### src/rtl/store_split_unit.sv
// Store alignment stage: turns a right-justified store into lane-aligned memory beats,
// splitting word-crossing stores into two beats or rejecting them when splitting is disabled.
module store_split_unit #(
  parameter int unsigned XLEN             = 32,
  parameter bit          ALLOW_MISALIGNED = 1'b1
) (
  input  logic              clk,
  input  logic              rst_n,
  input  logic              req_valid,
  output logic              req_ready,
  input  logic [XLEN-1:0]   req_addr,
  input  logic [XLEN-1:0]   req_wdata,
  input  logic [1:0]        req_size,
  output logic              mem_valid,
  input  logic              mem_ready,
  output logic [XLEN-1:0]   mem_addr,
  output logic [XLEN-1:0]   mem_wdata,
  output logic [XLEN/8-1:0] mem_be,
  output logic              store_done,
  output logic              store_err
);

  localparam int unsigned NB     = XLEN / 8;
  localparam int unsigned OB     = $clog2(NB);
  localparam bit          HAS_DW = (XLEN == 64);

  typedef enum logic [1:0] {IDLE, BEAT0, BEAT1} state_e;

  state_e            state_q, state_d;
  logic [XLEN-1:0]   mem_addr_q, mem_addr_d;
  logic [XLEN-1:0]   mem_wdata_q, mem_wdata_d;
  logic [NB-1:0]     mem_be_q, mem_be_d;
  logic [XLEN-1:0]   b1_addr_q, b1_addr_d;
  logic [XLEN-1:0]   b1_wdata_q, b1_wdata_d;
  logic [NB-1:0]     b1_be_q, b1_be_d;
  logic              split_q, split_d;
  logic              done_q, done_d;
  logic              err_q, err_d;

  logic [OB-1:0]     off_c;
  logic [2*NB-1:0]   mask_lo_c, mask_c;
  logic [2:0]        amask_c;
  logic [XLEN-1:0]   keep_c;
  logic [2*XLEN-1:0] data_c;
  logic [XLEN-1:0]   base_c;
  logic              err_c;

  // Request decode: byte mask and data shifted across a double-width window
  always_comb begin
    mask_lo_c = '0;
    amask_c   = '0;
    keep_c    = '0;
    off_c     = req_addr[OB-1:0];
    case (req_size)
      2'd0:    begin mask_lo_c = (2*NB)'(8'h01); amask_c = 3'd0; end
      2'd1:    begin mask_lo_c = (2*NB)'(8'h03); amask_c = 3'd1; end
      2'd2:    begin mask_lo_c = (2*NB)'(8'h0F); amask_c = 3'd3; end
      default: begin mask_lo_c = (2*NB)'(8'hFF); amask_c = 3'd7; end
    endcase
    for (int i = 0; i < NB; i++) begin
      keep_c[8*i +: 8] = {8{mask_lo_c[i]}};
    end
    data_c = (2*XLEN)'(req_wdata & keep_c) << {off_c, 3'b000};
    mask_c = mask_lo_c << off_c;
    base_c = {req_addr[XLEN-1:OB], {OB{1'b0}}};
    err_c  = ((req_size == 2'd3) && !HAS_DW) ||
             (!ALLOW_MISALIGNED && ((off_c & OB'(amask_c)) != '0));
  end

  // Next-state and beat register update
  always_comb begin
    state_d     = state_q;
    mem_addr_d  = mem_addr_q;
    mem_wdata_d = mem_wdata_q;
    mem_be_d    = mem_be_q;
    b1_addr_d   = b1_addr_q;
    b1_wdata_d  = b1_wdata_q;
    b1_be_d     = b1_be_q;
    split_d     = split_q;
    done_d      = 1'b0;
    err_d       = 1'b0;
    case (state_q)
      IDLE: begin
        if (req_valid) begin
          if (err_c) begin
            err_d = 1'b1;
          end else begin
            state_d     = BEAT0;
            mem_addr_d  = base_c;
            mem_be_d    = mask_c[NB-1:0];
            mem_wdata_d = data_c[XLEN-1:0];
            b1_addr_d   = base_c + XLEN'(NB);
            b1_be_d     = mask_c[2*NB-1:NB];
            b1_wdata_d  = data_c[2*XLEN-1:XLEN];
            split_d     = (mask_c[2*NB-1:NB] != '0);
          end
        end
      end
      BEAT0: begin
        if (mem_ready) begin
          if (split_q) begin
            state_d     = BEAT1;
            mem_addr_d  = b1_addr_q;
            mem_be_d    = b1_be_q;
            mem_wdata_d = b1_wdata_q;
          end else begin
            state_d     = IDLE;
            done_d      = 1'b1;
            mem_addr_d  = '0;
            mem_be_d    = '0;
            mem_wdata_d = '0;
          end
        end
      end
      BEAT1: begin
        if (mem_ready) begin
          state_d     = IDLE;
          done_d      = 1'b1;
          mem_addr_d  = '0;
          mem_be_d    = '0;
          mem_wdata_d = '0;
        end
      end
      default: state_d = IDLE;
    endcase
  end

  always_ff @(posedge clk or negedge rst_n) begin
    if (!rst_n) begin
      state_q     <= IDLE;
      mem_addr_q  <= '0;
      mem_wdata_q <= '0;
      mem_be_q    <= '0;
      b1_addr_q   <= '0;
      b1_wdata_q  <= '0;
      b1_be_q     <= '0;
      split_q     <= 1'b0;
      done_q      <= 1'b0;
      err_q       <= 1'b0;
    end else begin
      state_q     <= state_d;
      mem_addr_q  <= mem_addr_d;
      mem_wdata_q <= mem_wdata_d;
      mem_be_q    <= mem_be_d;
      b1_addr_q   <= b1_addr_d;
      b1_wdata_q  <= b1_wdata_d;
      b1_be_q     <= b1_be_d;
      split_q     <= split_d;
      done_q      <= done_d;
      err_q       <= err_d;
    end
  end

  assign req_ready  = (state_q == IDLE);
  assign mem_valid  = (state_q != IDLE);
  assign mem_addr   = mem_addr_q;
  assign mem_wdata  = mem_wdata_q;
  assign mem_be     = mem_be_q;
  assign store_done = done_q;
  assign store_err  = err_q;

endmodule

### config.mk
export PLATFORM = sky130hd
export DESIGN_NAME = store_split_unit
export DESIGN_NICKNAME = d
export VERILOG_FILES = /design/src/rtl/store_split_unit.sv
export SDC_FILE = /design/constraint.sdc
export NUM_CORES = 1
export LEC_CHECK = 0
export CAP_MARGIN = 20
export CORE_ASPECT_RATIO = 1.75
export CORE_MARGIN = 5
export CORE_UTILIZATION = 30
export DETAILED_ROUTE_END_ITERATION = 7
export PLACE_DENSITY = 0.63
export REMOVE_ABC_BUFFERS = 1
export SETUP_SLACK_MARGIN = 0.5
export SLEW_MARGIN = 20
export SYNTH_ARGS = -nofsm -noshare
export SYNTH_HDL_FRONTEND = slang
export SYNTH_SLANG_ARGS = --single-unit
export TNS_END_PERCENT = 100
### constraint.sdc
create_clock -name clk -period 4.4 [get_ports clk]
set_input_delay 0.88 -clock clk [delete_from_list [all_inputs] [get_ports clk]]
set_output_delay 0.88 -clock clk [all_outputs]
set_load 0.01 [all_outputs]
After elaboration in Yosys (flattened, before gate mapping) --
Index checks and enable logic that the tools add are counted.
Operators by class: eq/ne operators 9, multiplexer cells 31, bitwise gates (word level) 2, shift operators 2, reduce and logical (&&, ||, !) cells 8, $add $sub $neg 1
Operator list (number):
- 2-to-1 mux 32 bit | 9
- case mux 32 bit (3 select lines) | 2
- left shift 32 x 5 -> 64 bit | 1
- adder 32 x 3 -> 32 bit, second input constant | 1
- bitwise AND 32 bit | 1
- case mux 8 bit (3 select lines) | 1
- 2-to-1 mux 4 bit | 5
- case mux 4 bit (3 select lines) | 1
- 2-to-1 mux 2 bit | 5
- inequality test 2 bit, second input constant | 4
- left shift 8 x 2 -> 8 bit | 1
- equality test 2 bit, second input constant | 3
- 2-to-1 mux 1 bit | 6
- case mux 2 bit (3 select lines) | 1
- AND reduction 5 bit | 1
- equality test 2 x 1 -> 1 bit, second input constant | 2
- logical NOT 2 bit | 2
- AND reduction 4 bit | 1
- nonzero test 4 bit | 1
- AND reduction 3 bit | 1
- nonzero test 3 bit | 1
- case mux 1 bit (2 select lines) | 1
- nonzero test 2 bit | 1
- inverter 1 bit | 1
Word-level totals: word-level logic and storage cells 63, input bits 70, flip-flop bits (word level) 141

Depth between registers and ports, before layout --
depth in word-level cells 7, depth in mapped cells 9, depth with buffers taken out 6

Worst setup path after synthesis --
No wires, ideal clock.
kind in2reg, from input req_size[1], to register mem_addr_q[22] (netlist: mem_addr[22]), cell stages on the path 8, setup time 0.126 ns, buffers on the path 4, data arrival time 2.253 ns, path slack 2.021 ns, required time 4.274 ns, cells stage by stage clkbuf_1 -> a21bo_1 -> a211o_1 -> clkbuf_1 -> buf_2 -> buf_1 -> a221oi_1 -> nor2_1
Between the ends: longest elaborated chain between the ends 3
Ends and longest elaborated chain:
- from (decl) | RTL line 13 | input logic [1:0] req_size,
- equality test 2 bit | RTL line 66 | err_c = ((req_size == 2'd3) && !HAS_DW) ||
- inequality test 2 bit (no line)
- AND reduction 5 bit (no line)
- to (signal assigned) | RTL line 142 | mem_addr_q <= mem_addr_d;
- to (decl) | RTL line 30 | logic [XLEN-1:0] mem_addr_q, mem_addr_d;
Every way passes these cells. A chain may end at the register's enable or synchronous reset.

Worst setup path after layout --
from register state_q[0], to output req_ready
Between the ends: longest elaborated chain between the ends 1
Ends and longest elaborated chain:
- from (decl) | RTL line 29 | state_e state_q, state_d;
- from (signal assigned) | RTL line 141 | state_q <= state_d;
- logical NOT 2 bit | RTL line 154 | assign req_ready = (state_q == IDLE);
- to (decl) | RTL line 10 | output logic req_ready,
Every way passes these cells.

==> flow_summary.json <==
{
  "layout.area.seq_um2": 3230,
  "seq_area_frac_synth_pct": 49.8,
  "ctsRootBufferMaster": "clkbuf_16",
  "slew_headroom_pct": 36.0,
  "critical_path_required_ns": 3.52,
  "crit_path_top_delay_cell": "clkdlybuf4s50_1",
  "synth_fa_ha_area_share_pct": 0.964,
  "avgSynthCellArea_um2": 9.33,
  "synthDominantCellAreaShare_pct": 49.8,
  "period_needed_ns": 2.85,
  "synth.distinct_cells": 55,
  "synthArstFlopShare_pct": 100,
  "gr-usage-met2_pct": 31.9,
  "antenna_left": 0,
  "routabilityCongestion": 0.814,
  "hpwlAfterDp_um": 15200,
  "grt-busiest-layer": "met2",
  "port_buffers": 139,
  "finalHoldViolations": 0,
  "grt_max_degree": 92,
  "use_met3_pct": 3.01,
  "cp.arrival_ns": 1.97,
  "tns_ns": 0,
  "ctsHoldBuffers": 0,
  "max_stage_delay_ns": 0.62,
  "yosys.cell_count.top_type": "nor2_1",
  "path_delay_family": "buffers and inverters",
  "cts_sinks": 129,
  "cts_setup_buffers": 0,
  "use_met1_pct": 20.3,
  "ys_warn_count": 0,
  "synthCells": 695,
  "post-place-ws_ns": 1.16,
  "wl_per_cell_um": 19.2,
  "worst-path-buf-inv": 2,
  "antenna_found_initial": 0,
  "finalClockSkew_ns": 0.00941,
  "synth_area_leaders": "dfrtp_1 (50%), nor2_1 (7.6%), a221oi_1 (7.2%), o21ai_0 (4.3%), nand2_1 (4.1%)",
  "fin_ws_ns": 1.55,
  "fp.dieH_um": 205,
  "layout.nets": 890,
  "p_per_area_nw_per_um2": 689,
  "crit_chain": "inv_1, ha_1, clkdlybuf4s50_1",
  "grt_pass1_wl_um": 33900,
  "muxShareOfSynthArea_pct": 2.78,
  "fin_area_um2": 8800,
  "maxCapViolCount": 0,
  "ctsResizeCount": 0,
  "fin_cells": 1120,
  "fp-row-count": 71,
  "multi_input_area_um2": 3010,
  "synth_top_area_cell": "dfrtp_1",
  "die_w_um": 121,
  "worstSetupPathType": "reg2out",
  "final_max_slew_viol_count": 0,
  "synth_top_family_by_area": "compound AO/OA/AOI/OAI gates",
  "drt_wl_total_um": 21500,
  "core_um2": 21400,
  "leakagePower_nw": 3.58,
  "via_count": 5889,
  "max_freq_ghz": 0.351,
  "cts_tree": "done",
  "drt_iter0_markers": 513,
  "dpl_cell_area_um2": 8170,
  "cts.htree.levels": 4,
  "cp_max_fo": 7,
  "area_growth_syn_to_layout_pct": 35.6,
  "grt_overflow": 0,
  "tightestPinTransition_ns": 0.957,
  "numCtsBuffers": 17,
  "first_pass_iters": 5,
  "synth_ff_type": "dfrtp_1",
  "nFillCells": 2109,
  "track_usage_pct": 17.6,
  "synth_compound_area_share_pct": 22.0,
  "dpl.cell_count": 1088,
  "ys_top_cells_by_count": "nor2_1 (132), dfrtp_1 (129), nand2_1 (71)",
  "remaining_drc_errors": 0,
  "drive_above_1_share_pct": 8.70,
  "synth_edf_count": 0,
  "n_antenna_cell": 0,
  "hold_ws_ns": 0.478,
  "grt_pass1_vias": 6028,
  "critPathLaunchType": "flip-flop",
  "initial_utilization_pct": 30.3,
  "setup_viol": 0,
  "num_io_pins": 142,
  "clk_pin_slew_worst_paths_ns": 0.06,
  "ir_drop_uv": 285,
  "rsz0062_at_grt": "no",
  "cp-end-kind": "primary output",
  "status": "completed",
  "syn_area_um2": 6490,
  "hp-class": "reg2reg",
  "viasPerCell": 5.26,
  "die_area_um2": 24800,
  "clockBufferDepth": 2,
  "fin_crit_sh_pct": 64.8,
  "synth-simple-area-share_pct": 18.3,
  "synth_xor_area_share_pct": 1.76,
  "clkLatencyLatePin_ns": 0.42,
  "ys_seq_elements": 129
}
power breakdown:
part	total, mW	switching, mW	internal (mW)	leakage (nW)
Combinational	2.50	1.35	1.16	1.69
Sequential	2.04	0.308	1.74	1.59
Clock	1.51	0.550	0.963	0.295
Total	6.06	2.20	3.85	3.58
final cells by class:
type	count	area share, %
multi-input combinational	499	34.2
clock buffer	19	5.03
timing repair buffer	158	17.4
tap	292	4.15
inverter	10	0.427
clock inverter	13	2.12
sequential	129	36.7
sequential cells by signal (all words and copies together), names as in the netlist:
register / flops
mem_be: 4
mem_addr: 30
store_done: 1
state_q: 2
split_q: 1
b1_be_q: 4
b1_addr_q: 30
b1_wdata_q: 24
store_err: 1
mem_wdata: 32
worst reg2reg max path, stage by stage, from the launching register on:
cell,delay (ns)
dfrtp_1,0.37
inv_1,0.08
ha_1,0.21
o21ba_2,0.26
a211o_2,0.52
nor2_1,0.64
a22o_1,0.23
stage by stage:
step                      power [mW]  utilization [%]
after floorplan                 3.30                -
after global placement          4.57             38.2
after detailed placement        4.63             38.2
after CTS                       6.16             41.1
after global routing            6.48             41.1
final                           6.06             41.1
logic make-up after synthesis:
logic type               after synthesis
flip-flops                           129
buffers and inverters                 68
adder cells (fa/ha/maj)                5
XOR/XNOR                              13
AND/OR/NAND/NOR                      267
other                                  1
multiplexers                          17
AO/OA/AOI/OAI                        195
routing by layer:
| layer | vias up | wire (µm) |
|---|---|---|
| met1 | 2860 | 8150 |
| li1 | 2786 | - |
| met2 | 200 | 11700 |
| met5 | - | 0 |
| met3 | 43 | 1080 |
| met4 | 0 | 586 |
path summary, 6_finish.rpt:
| kind | start | end | slack [ns] | cells past startpoint |
|---|---|---|---|---|
| min reg2reg | mem_be[2]$_DFFE_PN0P_ | mem_be[2]$_DFFE_PN0P_ | 0.48 | 2 |
| max | state_q[0]$_DFFE_PN0P_ | req_ready | 1.55 | 3 |
| min | mem_be[2]$_DFFE_PN0P_ | mem_be[2]$_DFFE_PN0P_ | 0.48 | 2 |
| min in group asynchronous | rst_n | mem_wdata[16]$_DFFE_PN0P_ | 0.51 | 1 |
| max reg2reg | state_q[1]$_DFFE_PN0P_ | mem_wdata[31]$_DFFE_PN0P_ | 2.03 | 6 |
| max in group asynchronous | rst_n | b1_addr_q[22]$_DFFE_PN0P_ | 2.98 | 2 |
cell usage in the layout (no fill, tap or decap), types with 5 or more instances in the layout:
master             n
buf_4             19
a222oi_1           8
dfrtp_1          129
mux2i_1            9
nand4_1            9
nor4_1             5
a221oi_1          53
o31ai_1            8
o21ai_0           56
inv_1             10
nand3_1           12
or4_1              7
nand2_1           71
clkdlybuf4s50_1  137
o21a_1             9
a22o_1            16
a32o_1             8
nor2_1           130
clkbuf_16         17
mux2_2             8
xor2_1             5
a31oi_1           15
xnor2_1            8
ha_1               5
a21oi_1            7
No activity file was read; power rests on OpenSTA's default activity.
